--- config.mk ---
export PLATFORM = sky130hd
export DESIGN_NAME = cyclic_bram_loader_flat
export DESIGN_NICKNAME = d
export VERILOG_FILES = /design/src/rtl/cyclic_bram_loader_pkg.sv /design/src/rtl/cyclic_bram_loader_if.sv /design/src/rtl/cyclic_bram_loader.sv /design/src/flat_wrapper.sv
export SDC_FILE = /design/constraint.sdc
export NUM_CORES = 1
export LEC_CHECK = 0
export ABC_AREA = 1
export BUFFER_PORTS_ARGS = -buffer_cell sky130_fd_sc_hd__buf_4
export CAP_MARGIN = 20
export CELL_PAD_IN_SITES_DETAIL_PLACEMENT = 0
export CELL_PAD_IN_SITES_GLOBAL_PLACEMENT = 2
export CORE_MARGIN = 2
export CORE_UTILIZATION = 21
export CTS_CLUSTER_DIAMETER = 120
export DETAILED_ROUTE_END_ITERATION = 6
export GPL_TIMING_DRIVEN = 0
export HOLD_SLACK_MARGIN = 0.05
export PLACE_DENSITY = 0.71
export SLEW_MARGIN = 20
export SYNTH_ARGS = -nofsm -noshare
export SYNTH_HDL_FRONTEND = slang
export SYNTH_SLANG_ARGS = --single-unit
export TNS_END_PERCENT = 10
--- constraint.sdc ---
create_clock -name clk -period 1.4 [get_ports clk]
set_input_delay 0.28 -clock clk [delete_from_list [all_inputs] [get_ports clk]]
set_output_delay 0.28 -clock clk [all_outputs]
set_load 0.05 [all_outputs]
--- src/rtl/cyclic_bram_loader_pkg.sv ---
// Shared types and defaults for the cyclic BRAM loader and its stream interface.
// Imported by the interface and the loader module.
package cyclic_bram_loader_pkg;

    localparam int DEFAULT_DEPTH = 8;
    localparam int DEFAULT_WIDTH = 64;

    typedef enum logic [1:0] {
        LOAD  = 2'd0,
        DRAIN = 2'd1,
        HOLD  = 2'd2
    } state_t;

endpackage

--- src/rtl/cyclic_bram_loader_if.sv ---
// AXI-Stream-style beat channel (valid/ready/data/last) feeding the loader.
// The source drives the master side and the loader takes the slave side.
interface cyclic_bram_loader_if
    import cyclic_bram_loader_pkg::*;
#(
    parameter int WIDTH = DEFAULT_WIDTH
);
    logic             valid;
    logic             ready;
    logic [WIDTH-1:0] data;
    logic             last;

    modport master (output valid, output data, output last, input ready);
    modport slave  (input valid, input data, input last, output ready);
endinterface

--- src/rtl/cyclic_bram_loader.sv ---
// Captures one stream frame, replays it as always-valid BRAM writes and measures its
// length; the frame stays resident with loaded high until a reload starts the next one.
module cyclic_bram_loader
    import cyclic_bram_loader_pkg::*;
#(
    parameter int DEPTH      = DEFAULT_DEPTH,
    parameter int WIDTH      = DEFAULT_WIDTH,
    parameter int ADDR_WIDTH = $clog2(DEPTH)
) (
    input  logic                  clk,
    input  logic                  reset,
    input  logic                  clken,
    cyclic_bram_loader_if.slave   s,
    input  logic                  reload,
    output logic                  m_valid_ready,
    output logic [WIDTH-1:0]      m_data,
    output logic                  m_bram_rst,
    output logic [ADDR_WIDTH-1:0] addr_max_1,
    output logic                  loaded,
    output logic                  overflow
);

    localparam logic [ADDR_WIDTH-1:0] LAST_ADDR = ADDR_WIDTH'(DEPTH - 1);

    state_t                state;
    logic [ADDR_WIDTH-1:0] count;
    logic                  ready;
    logic                  beat;

    // Ready must not wait on valid, otherwise a source that waits on ready deadlocks.
    assign ready   = clken && (state == LOAD || state == DRAIN);
    assign s.ready = ready;
    assign beat    = s.valid && ready;

    // NOTE: sequential state uses <= so every register samples pre-edge values;
    // a blocking = here would let later statements see already-updated state.
    always_ff @(posedge clk) begin
        if (reset) begin
            state         <= LOAD;
            count         <= '0;
            m_valid_ready <= 1'b0;
            m_data        <= '0;
            m_bram_rst    <= 1'b1;
            addr_max_1    <= LAST_ADDR;
            loaded        <= 1'b0;
            overflow      <= 1'b0;
        end else if (clken) begin
            m_bram_rst    <= 1'b0;
            m_valid_ready <= 1'b0;
            case (state)
                LOAD: begin
                    if (beat) begin
                        m_valid_ready <= 1'b1;
                        m_data        <= s.data;
                        if (s.last) begin
                            // The last beat wins over overflow: exactly DEPTH beats is legal.
                            addr_max_1 <= count;
                            loaded     <= 1'b1;
                            state      <= HOLD;
                        end else if (count == LAST_ADDR) begin
                            addr_max_1 <= LAST_ADDR;
                            overflow   <= 1'b1;
                            state      <= DRAIN;
                        end else begin
                            // count only advances while staying in LOAD, so it never wraps.
                            count <= count + 1'b1;
                        end
                    end
                end
                DRAIN: begin
                    if (beat && s.last) begin
                        loaded <= 1'b1;
                        state  <= HOLD;
                    end
                end
                HOLD: begin
                    if (reload) begin
                        m_bram_rst <= 1'b1;
                        count      <= '0;
                        loaded     <= 1'b0;
                        overflow   <= 1'b0;
                        state      <= LOAD;
                    end
                end
                default: state <= LOAD;
            endcase
        end
    end

endmodule
--- src/flat_wrapper.sv ---
// flat-port wrapper written by rule: the top's interface ports become plain ports
module cyclic_bram_loader_flat import cyclic_bram_loader_pkg::*;
#(
    parameter int DEPTH      = DEFAULT_DEPTH,
    parameter int WIDTH      = DEFAULT_WIDTH,
    parameter int ADDR_WIDTH = $clog2(DEPTH)
)
  (clk, reset, clken, reload, m_valid_ready, m_data, m_bram_rst, addr_max_1, loaded, overflow, s_valid, s_data, s_last, s_ready);
  cyclic_bram_loader_if #(.WIDTH(WIDTH)) s_i ();
  input  logic clk;
  input  logic reset;
  input  logic clken;
  input  logic reload;
  output logic m_valid_ready;
  output logic [WIDTH-1:0] m_data;
  output logic m_bram_rst;
  output logic [ADDR_WIDTH-1:0] addr_max_1;
  output logic loaded;
  output logic overflow;
  input wire logic [$bits(s_i.valid)-1:0] s_valid;
  input wire logic [$bits(s_i.data)-1:0] s_data;
  input wire logic [$bits(s_i.last)-1:0] s_last;
  output wire logic [$bits(s_i.ready)-1:0] s_ready;
  assign s_i.valid = s_valid;
  assign s_i.data = s_data;
  assign s_i.last = s_last;
  assign s_ready = s_i.ready;
  cyclic_bram_loader #(.DEPTH(DEPTH), .WIDTH(WIDTH), .ADDR_WIDTH(ADDR_WIDTH)) u_core (.clk(clk), .reset(reset), .clken(clken), .s(s_i), .reload(reload), .m_valid_ready(m_valid_ready), .m_data(m_data), .m_bram_rst(m_bram_rst), .addr_max_1(addr_max_1), .loaded(loaded), .overflow(overflow));
endmodule
# Word level (Yosys, flattened, before mapping)
# Cells that the tools add are included.
# totals
out_inout_bits	72
regBits	76
# classes
eq_ne	11
reduce_logical	14
muxes	26
n_addsub	1
# ops
cell	n
$mux 3	6
$reduce_and 6->1	3
$ne 2x2->1 const B	6
$mux 1	11
$mux 2	5
$pmux 2 s3	1
$pmux 3 s2	1
$reduce_and 5->1	1
$reduce_and 4->1	1
$reduce_bool 2->1	2
$add 3x1->3 const B	1
$eq 3x3->1 const B	1
$logic_and 1x1->1	3
$ne 3x3->1 const B	1
$pmux 1 s3	1
$reduce_and 3->1	1
$reduce_bool 3->1	1
$eq 2x1->1 const B	1
$eq 2x2->1 const B	1
$logic_not 2->1	1
$ne 2x1->1 const B	1
$pmux 1 s2	1
$logic_or 1x1->1	1

# Longest topological paths before layout
# Gate-level depths: netlist (run 1).
# logic_depth
depth_word	7
depth_mapped	10

# Least setup slack after synthesis (run 1)
# Ideal clock, no wire load.
# synth_timing
kind	register to output
from	register u_core.state[1]
to	output port s_ready
setup_slack_ps	47
arrival_time_ps	1073
stages_incl_launch_ff	3
required_time_ps	1120
path_cell_list	dfxtp_1 > buf_6 > nor2_1
# synth_via
elab_chain_cells	3
elab_cells_between_ends	4
# synth_rtl
item	line_no	source
start: declaration	cyclic_bram_loader.sv:25	state_t state;
start signal: assignment	cyclic_bram_loader.sv:39	state <= LOAD;
start signal: assignment	cyclic_bram_loader.sv:59	state <= HOLD;
start signal: assignment	cyclic_bram_loader.sv:63	state <= DRAIN;
$eq 2x1->1 or $logic_not 2->1 (tied branches)	cyclic_bram_loader.sv:31	assign ready = clken && (state == LOAD || state == DRAIN);
$logic_or 1x1->1 *	cyclic_bram_loader.sv:31	
$logic_and 1x1->1 *	cyclic_bram_loader.sv:31	
end: declaration	flat_wrapper.sv:23	output wire logic [$bits(s_i.ready)-1:0] s_ready;
# Mark *: on every way between the ends. The rest lies on a longest branch, timed or not.

# Final worst setup path (run 1)
# layout_timing
from	register u_core.state[1]
to	register u_core.m_data[6]
# layout_via
elab_chain_cells	5
elab_cells_between_ends	6
# layout_rtl
item	line_no	source
$eq 2x1->1 or $logic_not 2->1 (tied branches)	cyclic_bram_loader.sv:31, cyclic_bram_loader.sv:50	
$logic_or 1x1->1	cyclic_bram_loader.sv:31	
$logic_and 1x1->1	cyclic_bram_loader.sv:31	
$logic_and 1x1->1	cyclic_bram_loader.sv:33	assign beat = s.valid && ready;
$reduce_and 3->1 (no line) *	-	
end signal: assignment	cyclic_bram_loader.sv:54	m_data <= s.data;
end: declaration	cyclic_bram_loader.sv:16	output logic [WIDTH-1:0] m_data,
# Marked as above.
# A chain may end at the register's enable or synchronous reset.

==> metrics.yaml, run 1 <==
outcome:
  outcome: "finished clean"
worst_setup_path:
  slowest_delay_ns: 0.31
  required_ns: 1.63
  critical_path_class: "flip-flop to flip-flop"
  critPathMaxFanout: 10
  crit_path_end_kind: "flip-flop"
  crit_family: "buffers and inverters"
  worst-path-buf-inv: 5
  reg2reg_slack_ns: 0.03
  critical_path_arrival_ns: 1.60
  critical-path-slowest-cell: "dfxtp_1"
  critPathLaunchType: "flip-flop"
  path_cells: "buf_6, inv_2, nand3_2, nor2_4, inv_2, buf_6, buf_2, nor2_1, nor2_1"
detailed_routing:
  drt-pass1-iter-count: 4
  via_per_inst: 4.073
  drt_iter0_markers: 95
  drc: 0
  num_vias: 2892
  wirelength_microns: 8949
  ant_nets: 0
  wire_per_inst_microns: 12.60
cells_and_area:
  nets: 601
  num_antenna_cells: 0
  final-instance-count-excl-fill: 710
  fin_util_pct: 34.00
  drive_above_1_share_pct: 35.77
  area_delta_synth_final_pct: 58.06
  final_area_sq_um: 4503
run:
  max-cap-violations: 0
cts:
  holdBufCountCts: 0
  cts_buffers: 9
  clk_pin_slew_ns: 0.06
  cts_htree_levels: 3
  cts_tree: "yes"
  insertion_delay_ns: 0.34
  root_buffer: "clkbuf_16"
  clkSinkCount: 76
  clockBufferDepth: 2
floorplan:
  core_region_area_sq_um: 13240
  die_area_sq_um: 14510
  placementRows: 42
  pin_count: 142
  die_w_microns: 120.5
  start_util_pct: 21.51
  die_y_microns: 120.5
placement:
  port_buffers: 141
  globalplace.congestion: 0.7444
  placedInstanceArea_sq_um: 4128
  hpwl_microns: 6473
  place_inst: 693
power_and_ir_drop:
  power_frac_clock_pct: 31.2
  switching_share_pct: 37.91
  power_frac_comb_pct: 34.7
  finalPower_uw: 7977
  max-vdd-ir-drop_mv: 0.6073
  internal_power_uw: 4953
  p_sw_uw: 3024
  leakage_uw: 0.002249
  share_seq_of_total_power_pct: 34.0
  p_per_area_nw_per_um2: 1771
synthesis:
  synth_fp_nets: 448
  synth_top_area_share_pct: 53.40
  synth_cell_type_count: 20
  synthCells: 376
  synth_top_area_cell: "dfxtp_1"
  synth.cell_area_sq_um: 2849
  synthTopCellsByArea: "dfxtp_1 53%, nor2_1 19%, o21ai_0 10%, nand2_1 4.3%, o21ai_1 1.8%"
  yosysWarningCount: 0
  yosysSeqAreaShare_pct: 53.40
  ys_seq_elements: 76
  avgSynthCellArea_sq_um: 7.577
timing:
  min_period_ns: 1.373
  hold_viol_final: 0
  tightest_slew_ns: 0.4535
  holdWs_ns: 0.1473
  fmax_ghz: 0.7284
  min_period_over_period_pct: 98.06
  rsz0062_at_grt: "yes"
  skew_ns: 0.008217
  setup_viol: 0
  timing.slew.headroom_pct: 69.77
  drv_slew: 0
global_routing:
  globalRouteOverflowTotal: 0
  grt_usage_pct: 12.60
  grt_pass1_wl_microns: 14120
  antenna_found_initial: 0
  first_global_vias: 2857
  grt_max_degree: 14
min_path:
  hold_path_class: "primary input to flip-flop"
[kinds of logic after synthesis]
kind of cell,Yosys count,share of synthesized area (%)
buffers and inverters,39,6.939
AOI/OAI and AO/OA,71,12.69
adders and majority gates,2,0.8782
DFF,76,53.40
and+or+nand+nor,188,26.09
[layer usage]
metal	routed length [microns]	part of all wire [%]	global-route usage [%]	vias up
li1	-	-	-	1494
met5	0	0	0	-
met3	631	7.1	4.292	12
met1	3879	43	15.28	1309
met4	182	2.0	6.541	0
met2	4256	48	19.74	77
[stage by stage]
stage                TNS, ns  worst slack (ns)
floorplan                  0           0.04677
global placement      -1.545           -0.2574
detailed placement    -1.889           -0.2603
CTS                 -0.05486         -0.009098
global route          -3.321           -0.1007
finish                     0           0.02717
[Yosys cell counts, drive strengths merged]
| library cell | instances |
|---|---|
| dfxtp | 76 |
| clkbuf | 9 |
| nand2 | 35 |
| nand4 | 2 |
| nand3 | 8 |
| buf | 13 |
| o21ai | 68 |
| a21oi | 2 |
| ha | 2 |
| inv | 17 |
| nor2 | 143 |
| a21boi | 1 |
[layout by cell type (no fill, tap or decap), types with 3 or more instances in the layout]
cell | synthesis | layout
nand3_1 | 6 | 6
buf_6 | 4 | 5
clkinv_2 | 0 | 4
clkbuf_16 | 0 | 9
inv_2 | 4 | 4
o21ai_1 | 10 | 10
clkbuf_1 | 9 | 7
o21ai_0 | 57 | 57
buf_4 | 4 | 149
dfxtp_2 | 0 | 3
inv_1 | 13 | 13
nand2_1 | 33 | 33
nor2_2 | 0 | 4
dfxtp_1 | 76 | 73
nor2_1 | 142 | 138
[flip-flops by register name, indices dropped and copies added, names as in the netlist]
signal                cells
u_core.m_bram_rst         1
u_core.loaded             1
u_core.addr_max_1         3
u_core.overflow           1
u_core.m_valid_ready      1
u_core.state              2
u_core.m_data            64
u_core.count              3
[power groups by stage]
stage	Clock [uW]	Sequential [uW]	Combinational, uW
floorplan	0	3760	833
global placement	0	2730	2770
detailed placement	0	2740	2780
CTS	2600	2700	2790
global route	2690	2760	2990
finish	2490	2710	2770
[worst paths after layout]
kind / start / endpoint / depth (start not counted)
setup / recovery: u_core.state[1]$_SDFFE_PP0P_ / u_core.m_data[6]$_SDFFE_PP0P_ / 9
hold / removal: reset / u_core.count[0]$_SDFFE_PP0P_ / 2
setup reg to reg: u_core.state[1]$_SDFFE_PP0P_ / u_core.m_data[6]$_SDFFE_PP0P_ / 9
hold reg to reg: u_core.m_bram_rst$_SDFFE_PP1P_ / u_core.m_bram_rst$_SDFFE_PP1P_ / 2
[layout make-up]
class	instances	area [sq um]
inverters	17	63.81
repair buffers	142	1070
clock buffers	9	225.2
plain buffers	22	145.1
well taps	176	220.2
flip-flops and latches	76	1525
fillers	1479	8740
clock inverters	7	88.84
multi-input cells	261	1165
[repair_timing]
| action | CTS | global route |
|---|---|---|
| pin swaps | 0 | 5 |
| setup buffers | 0 | 1 |
| setup endpoints to repair | 34 | 69 |
| resized for setup | 4 | 16 |
Note: power is estimated with default switching activity, not from simulation.
==> run 2: changes to the inputs <==
--- a/config.mk
+++ b/config.mk
@@ -10,13 +10,13 @@
 export CAP_MARGIN = 20
 export CELL_PAD_IN_SITES_DETAIL_PLACEMENT = 0
 export CELL_PAD_IN_SITES_GLOBAL_PLACEMENT = 2
-export CORE_MARGIN = 2
 export CORE_UTILIZATION = 21
 export CTS_CLUSTER_DIAMETER = 120
 export DETAILED_ROUTE_END_ITERATION = 6
 export GPL_TIMING_DRIVEN = 0
 export HOLD_SLACK_MARGIN = 0.05
 export PLACE_DENSITY = 0.71
+export SETUP_SLACK_MARGIN = 0.2
 export SLEW_MARGIN = 20
 export SYNTH_ARGS = -nofsm -noshare
 export SYNTH_HDL_FRONTEND = slang
==> metrics.yaml, run 2 (same netlist as run 1, synthesis figures left out) <==
outcome:
  outcome: "finished clean"
run:
  max-cap-violations: 0
cells_and_area:
  layout_common_cells: "122 x buf_4, 99 x nor2_1, 72 x dfxtp_1"
  drive_above_1_share_pct: 43.58
  final_common_cell: "buf_4"
  nets: 605
  final-instance-count-excl-fill: 713
  reg_top3: "u_core.m_data (64), u_core.addr_max_1 (3), u_core.count (3)"
  largest_reg_flops: 64
  num_antenna_cells: 0
  area_delta_synth_final_pct: 69.87
  regMostFlops: "u_core.m_data"
  nFillCells: 1422
placement:
  place_inst: 693
  globalplace.congestion: 0.7628
  port_buffers: 141
  hpwl_microns: 6299
timing:
  timing.slew.headroom_pct: 70.53
  fmax_ghz: 0.7539
  skew_ns: 0.004622
  drv_slew: 0
  min_period_ns: 1.326
  rsz0062_at_grt: "yes"
  setup_viol: 0
  hold_viol_final: 0
  tightest_slew_ns: 0.4421
  min_period_over_period_pct: 94.74
worst_setup_path:
  critical_path_arrival_ns: 1.56
  reg2regPathDepth: 9
  required_ns: 1.63
  critical_path_class: "flip-flop to flip-flop"
  critPathMaxFanout: 10
  crit_path_end_kind: "flip-flop"
  critPathLaunchType: "flip-flop"
floorplan:
  die_w_microns: 118.5
  pin_count: 142
  core_region_area_sq_um: 13240
  die_area_sq_um: 14040
  die_y_microns: 118.5
  placementRows: 42
  start_util_pct: 21.51
cts:
  clkSinkCount: 76
  cts_tree: "yes"
  clk_pin_slew_ns: 0.06
  clockBufferDepth: 2
  root_buffer: "clkbuf_16"
  cts_htree_levels: 3
  cts_buffers: 9
  insertion_delay_ns: 0.34
detailed_routing:
  num_vias: 2892
  drt-pass1-iter-count: 4
  drc: 0
  wirelength_microns: 9031
  ant_nets: 0
  wire_per_inst_microns: 12.67
  drt_iter0_markers: 117
  via_per_inst: 4.056
power_and_ir_drop:
  finalPower_uw: 7914
  leakage_uw: 0.002303
  max-vdd-ir-drop_mv: 1.086
  p_per_area_nw_per_um2: 1635
global_routing:
  grt_max_degree: 12
  globalRouteOverflowTotal: 0
  grt_pass1_wl_microns: 14550
  antenna_found_initial: 0
  grt_usage_pct: 13.48
  first_global_vias: 2907
min_path:
  hold_path_class: "primary input to flip-flop"
  hold_path_depth: 2
[run 2: metal layers]
layer  up-vias  track usage, %  share of wire (%)
li1       1503               -                  -
met1      1300           15.84                 44
met2        80           21.43                 48
met3         9           6.371                7.6
met4         0           4.668                1.2
met5         -               0                  0
[run 2: area by class of cell]
class                           count  area (sq um)  area share (%)
Tap cell                          176         220.2           4.550
Timing Repair Buffer              146          1194           24.66
Inverter                           17         66.31           1.370
Clock buffer                       12         236.5           4.886
Buffer                             22         242.7           5.016
Clock inverter                      3         15.01          0.3102
Sequential cell                    76          1526           31.54
Multi-Input combinational cell    261          1339           27.66
[run 2: path summary, 6_finish.rpt]
kind                                      from                           endpoint  slack (ns)
setup reg to reg  u_core.state[1]$_SDFFE_PP0P_     u_core.m_data[44]$_SDFFE_PP0P_        0.07
hold / removal                           reset  u_core.m_valid_ready$_SDFFE_PP0P_        0.15
hold reg to reg   u_core.overflow$_SDFFE_PP0P_       u_core.overflow$_SDFFE_PP0P_        0.46
setup / recovery  u_core.state[1]$_SDFFE_PP0P_     u_core.m_data[44]$_SDFFE_PP0P_        0.07
[run 2: critical path, cell delays in order, from the launching register on]
cell	delay [ns]
dfxtp_1	0.30
buf_6	0.14
inv_4	0.06
nand3_4	0.07
nor2_4	0.13
inv_2	0.07
buf_12	0.15
buf_6	0.15
nor2_1	0.10
nor2_1	0.05
[run 2: repair_timing]
item | 4_1_cts | 5_1_grt
pin swaps | 6 | 6
setup buffers | 4 | 1
gates resized for setup | 25 | 90
hold buffers | 0 | 0
setup endpoints to repair | 74 | 101
[run 2: where the power goes]
| part | total [uW] | internal [uW] | switching, uW |
|---|---|---|---|
| Combinational | 3120 | 1100 | 2010 |
| Sequential | 2730 | 2520 | 215 |
| Clock | 2070 | 1180 | 883 |
[run 2: per-stage QoR]
step / cell area, sq um / worst slack, ns / utilization, % / TNS (ns) / hold slack (ns)
after floorplan: 2893 / 0.1157 / - / 0 / 0.3393
after global placement: 4172 / -0.2639 / 31.50 / -1.494 / 0.4444
after detailed placement: 4172 / -0.2862 / 31.50 / -2.113 / 0.4554
after CTS: 4531 / 0.07036 / 34.21 / 0 / 0.1236
after global routing: 4840 / -0.03115 / 36.55 / -0.1229 / 0.1274
final: 4840 / 0.07362 / 36.55 / 0 / 0.1529
==> run 3: changes to the inputs <==
--- a/config.mk
+++ b/config.mk
@@ -10,8 +10,9 @@
 export CAP_MARGIN = 20
 export CELL_PAD_IN_SITES_DETAIL_PLACEMENT = 0
 export CELL_PAD_IN_SITES_GLOBAL_PLACEMENT = 2
+export CORE_ASPECT_RATIO = 0.8
 export CORE_UTILIZATION = 21
-export CTS_CLUSTER_DIAMETER = 120
+export CTS_CLUSTER_DIAMETER = 100
 export DETAILED_ROUTE_END_ITERATION = 6
 export GPL_TIMING_DRIVEN = 0
 export HOLD_SLACK_MARGIN = 0.05
==> metrics.yaml, run 3 (same netlist as run 1, synthesis figures left out) <==
cts:
  insertion_delay_ns: 0.34
  cts_tree: "yes"
  cts_buffers: 9
  clkSinkCount: 76
  root_buffer: "clkbuf_16"
  clockBufferDepth: 2
  clk_pin_slew_ns: 0.06
  cts_htree_levels: 3
floorplan:
  core_region_area_sq_um: 13060
  die_y_microns: 106.2
  die_w_microns: 132.2
  pin_count: 142
  start_util_pct: 21.82
  die_area_sq_um: 14040
  placementRows: 37
cells_and_area:
  final-instance-count-excl-fill: 724
  final_area_sq_um: 5219
  reg_top3: "u_core.m_data (64), u_core.addr_max_1 (3), u_core.count (3)"
  nets: 616
  num_antenna_cells: 0
  largest_reg_flops: 64
  drive_above_1_share_pct: 49.18
  regMostFlops: "u_core.m_data"
  layout_common_cells: "141 x buf_4, 83 x nor2_1, 72 x dfxtp_1"
  area_delta_synth_final_pct: 83.18
  final_common_cell: "buf_4"
worst_setup_path:
  worst-path-buf-inv: 0
  required_ns: 1.67
  critical_path_arrival_ns: 1.62
  reg2reg_to: "u_core.count[1]$_SDFFE_PP0P_"
  crit_path_end_kind: "flip-flop"
  path_cells: "ha_4, ha_4, nor2_2, nor2_1, nor2_2, nand3_2, nand2_1, nand2_1, nor2_1"
  critPathLaunchType: "flip-flop"
  critPathMaxFanout: 4
  critical_path_class: "flip-flop to flip-flop"
  cp.depth: 9
  slowest_delay_ns: 0.33
  reg2regPathDepth: 9
  crit_family: "simple AND/OR/NAND/NOR gates"
  critical-path-slowest-cell: "dfxtp_2"
  rr_startpoint: "u_core.count[1]$_SDFFE_PP0P_"
  reg2reg_slack_ns: 0.05
timing:
  setup_viol: 0
  timing.slew.headroom_pct: 65.85
  tightest_slew_ns: 0.5122
  min_period_ns: 1.353
  skew_ns: 0.005482
  min_period_over_period_pct: 96.65
  drv_slew: 0
  rsz0062_at_grt: "yes"
  fmax_ghz: 0.7390
  hold_viol_final: 0
placement:
  hpwl_microns: 6284
  globalplace.congestion: 0.7219
  port_buffers: 141
  placedInstanceArea_sq_um: 4170
  place_inst: 692
run:
  max-cap-violations: 0
min_path:
  hold_path_class: "primary input to flip-flop"
  min-delay-start: "reset"
  hold_path_depth: 2
  hold_path_end: "u_core.m_valid_ready$_SDFFE_PP0P_"
detailed_routing:
  drt_iter0_markers: 101
  wirelength_microns: 9425
  wire_per_inst_microns: 13.02
  drt-pass1-iter-count: 4
  via_per_inst: 4.142
  ant_nets: 0
  num_vias: 2999
  drc: 0
outcome:
  outcome: "finished clean"
global_routing:
  grt_pass1_wl_microns: 14790
  antenna_found_initial: 0
  globalRouteOverflowTotal: 0
  grt_max_degree: 14
  grt_usage_pct: 13.53
  first_global_vias: 2983
power_and_ir_drop:
  p_per_area_nw_per_um2: 1695
  max-vdd-ir-drop_mv: 0.8817
  leakage_uw: 0.002369
-- run 3: worst max-delay path by stage --
| stage | startpoint | endpoint | slack [ns] |
|---|---|---|---|
| floorplan | u_core.count[0]$_SDFFE_PP0P_ | u_core.count[0]$_SDFFE_PP0P_ | 0.12 |
| global placement | reset | u_core.loaded$_SDFFE_PP0P_ | -0.18 |
| detailed placement | reset | u_core.m_bram_rst$_SDFFE_PP1P_ | -0.20 |
| CTS | u_core.state[1]$_SDFFE_PP0P_ | u_core.m_data[57]$_SDFFE_PP0P_ | 0.08 |
| global route | u_core.count[1]$_SDFFE_PP0P_ | u_core.count[1]$_SDFFE_PP0P_ | -0.1 |
| finish | u_core.count[1]$_SDFFE_PP0P_ | u_core.count[1]$_SDFFE_PP0P_ | 0.05 |
-- run 3: worst reg2reg max path: cells and delay by family (launching register included) --
| kind | cells | cell delay [ns] |
|---|---|---|
| and+or+nand+nor | 7 | 0.64 |
| adders and majority gates | 2 | 0.32 |
| DFF | 1 | 0.33 |
-- run 3: routing by layer --
layer,part of all wire (%),vias up,wire (microns),track usage [%]
met5,0,-,0,0
met4,1.2,0,112,4.680
met3,7.5,10,711,5.961
met2,46,80,4375,21.28
met1,45,1381,4226,16.40
li1,-,1528,-,-
-- run 3: stage by stage --
stage | setup WS (ns) | setup TNS [ns] | hold WS, ns | util, % | total power, uW
6_report | 0.04686 | 0 | 0.1522 | 39.98 | 8845
5_1_grt | -0.09998 | -0.2049 | 0.1415 | 39.98 | 9335
4_1_cts | 0.07876 | 0 | 0.1345 | 36.63 | 8573
3_5_place_dp | -0.1971 | -0.8383 | 0.4459 | 31.94 | 5545
3_3_place_gp | -0.1752 | -0.5718 | 0.4434 | 31.94 | 5546
2_1_floorplan | 0.1157 | 0 | 0.3393 | - | 4630
-- run 3: what timing repair did --
item                                    in CTS  in global routing
gates resized for setup                     52                103
hold buffers                                 0                  0
pin swaps                                    7                 80
gates cloned                                 3                  1
endpoints found under the setup margin      73                 89
setup buffers                                5                  7
-- run 3: layout make-up --
type                            count  area, sq um
Clock buffer                        9        225.2
Multi-Input combinational cell    261         1518
Tap cell                          175        219.0
Sequential cell                    76         1526
Clock inverter                      7        115.1
Timing Repair Buffer              157         1301
Inverter                           17        66.31
Buffer                             22        247.7
Fill cell                        1384         7836
-- run 3: report_power, final --
part | internal [uW] | switching, uW
combinational | 1300 | 2150
sequential | 2520 | 213
clock | 1730 | 935
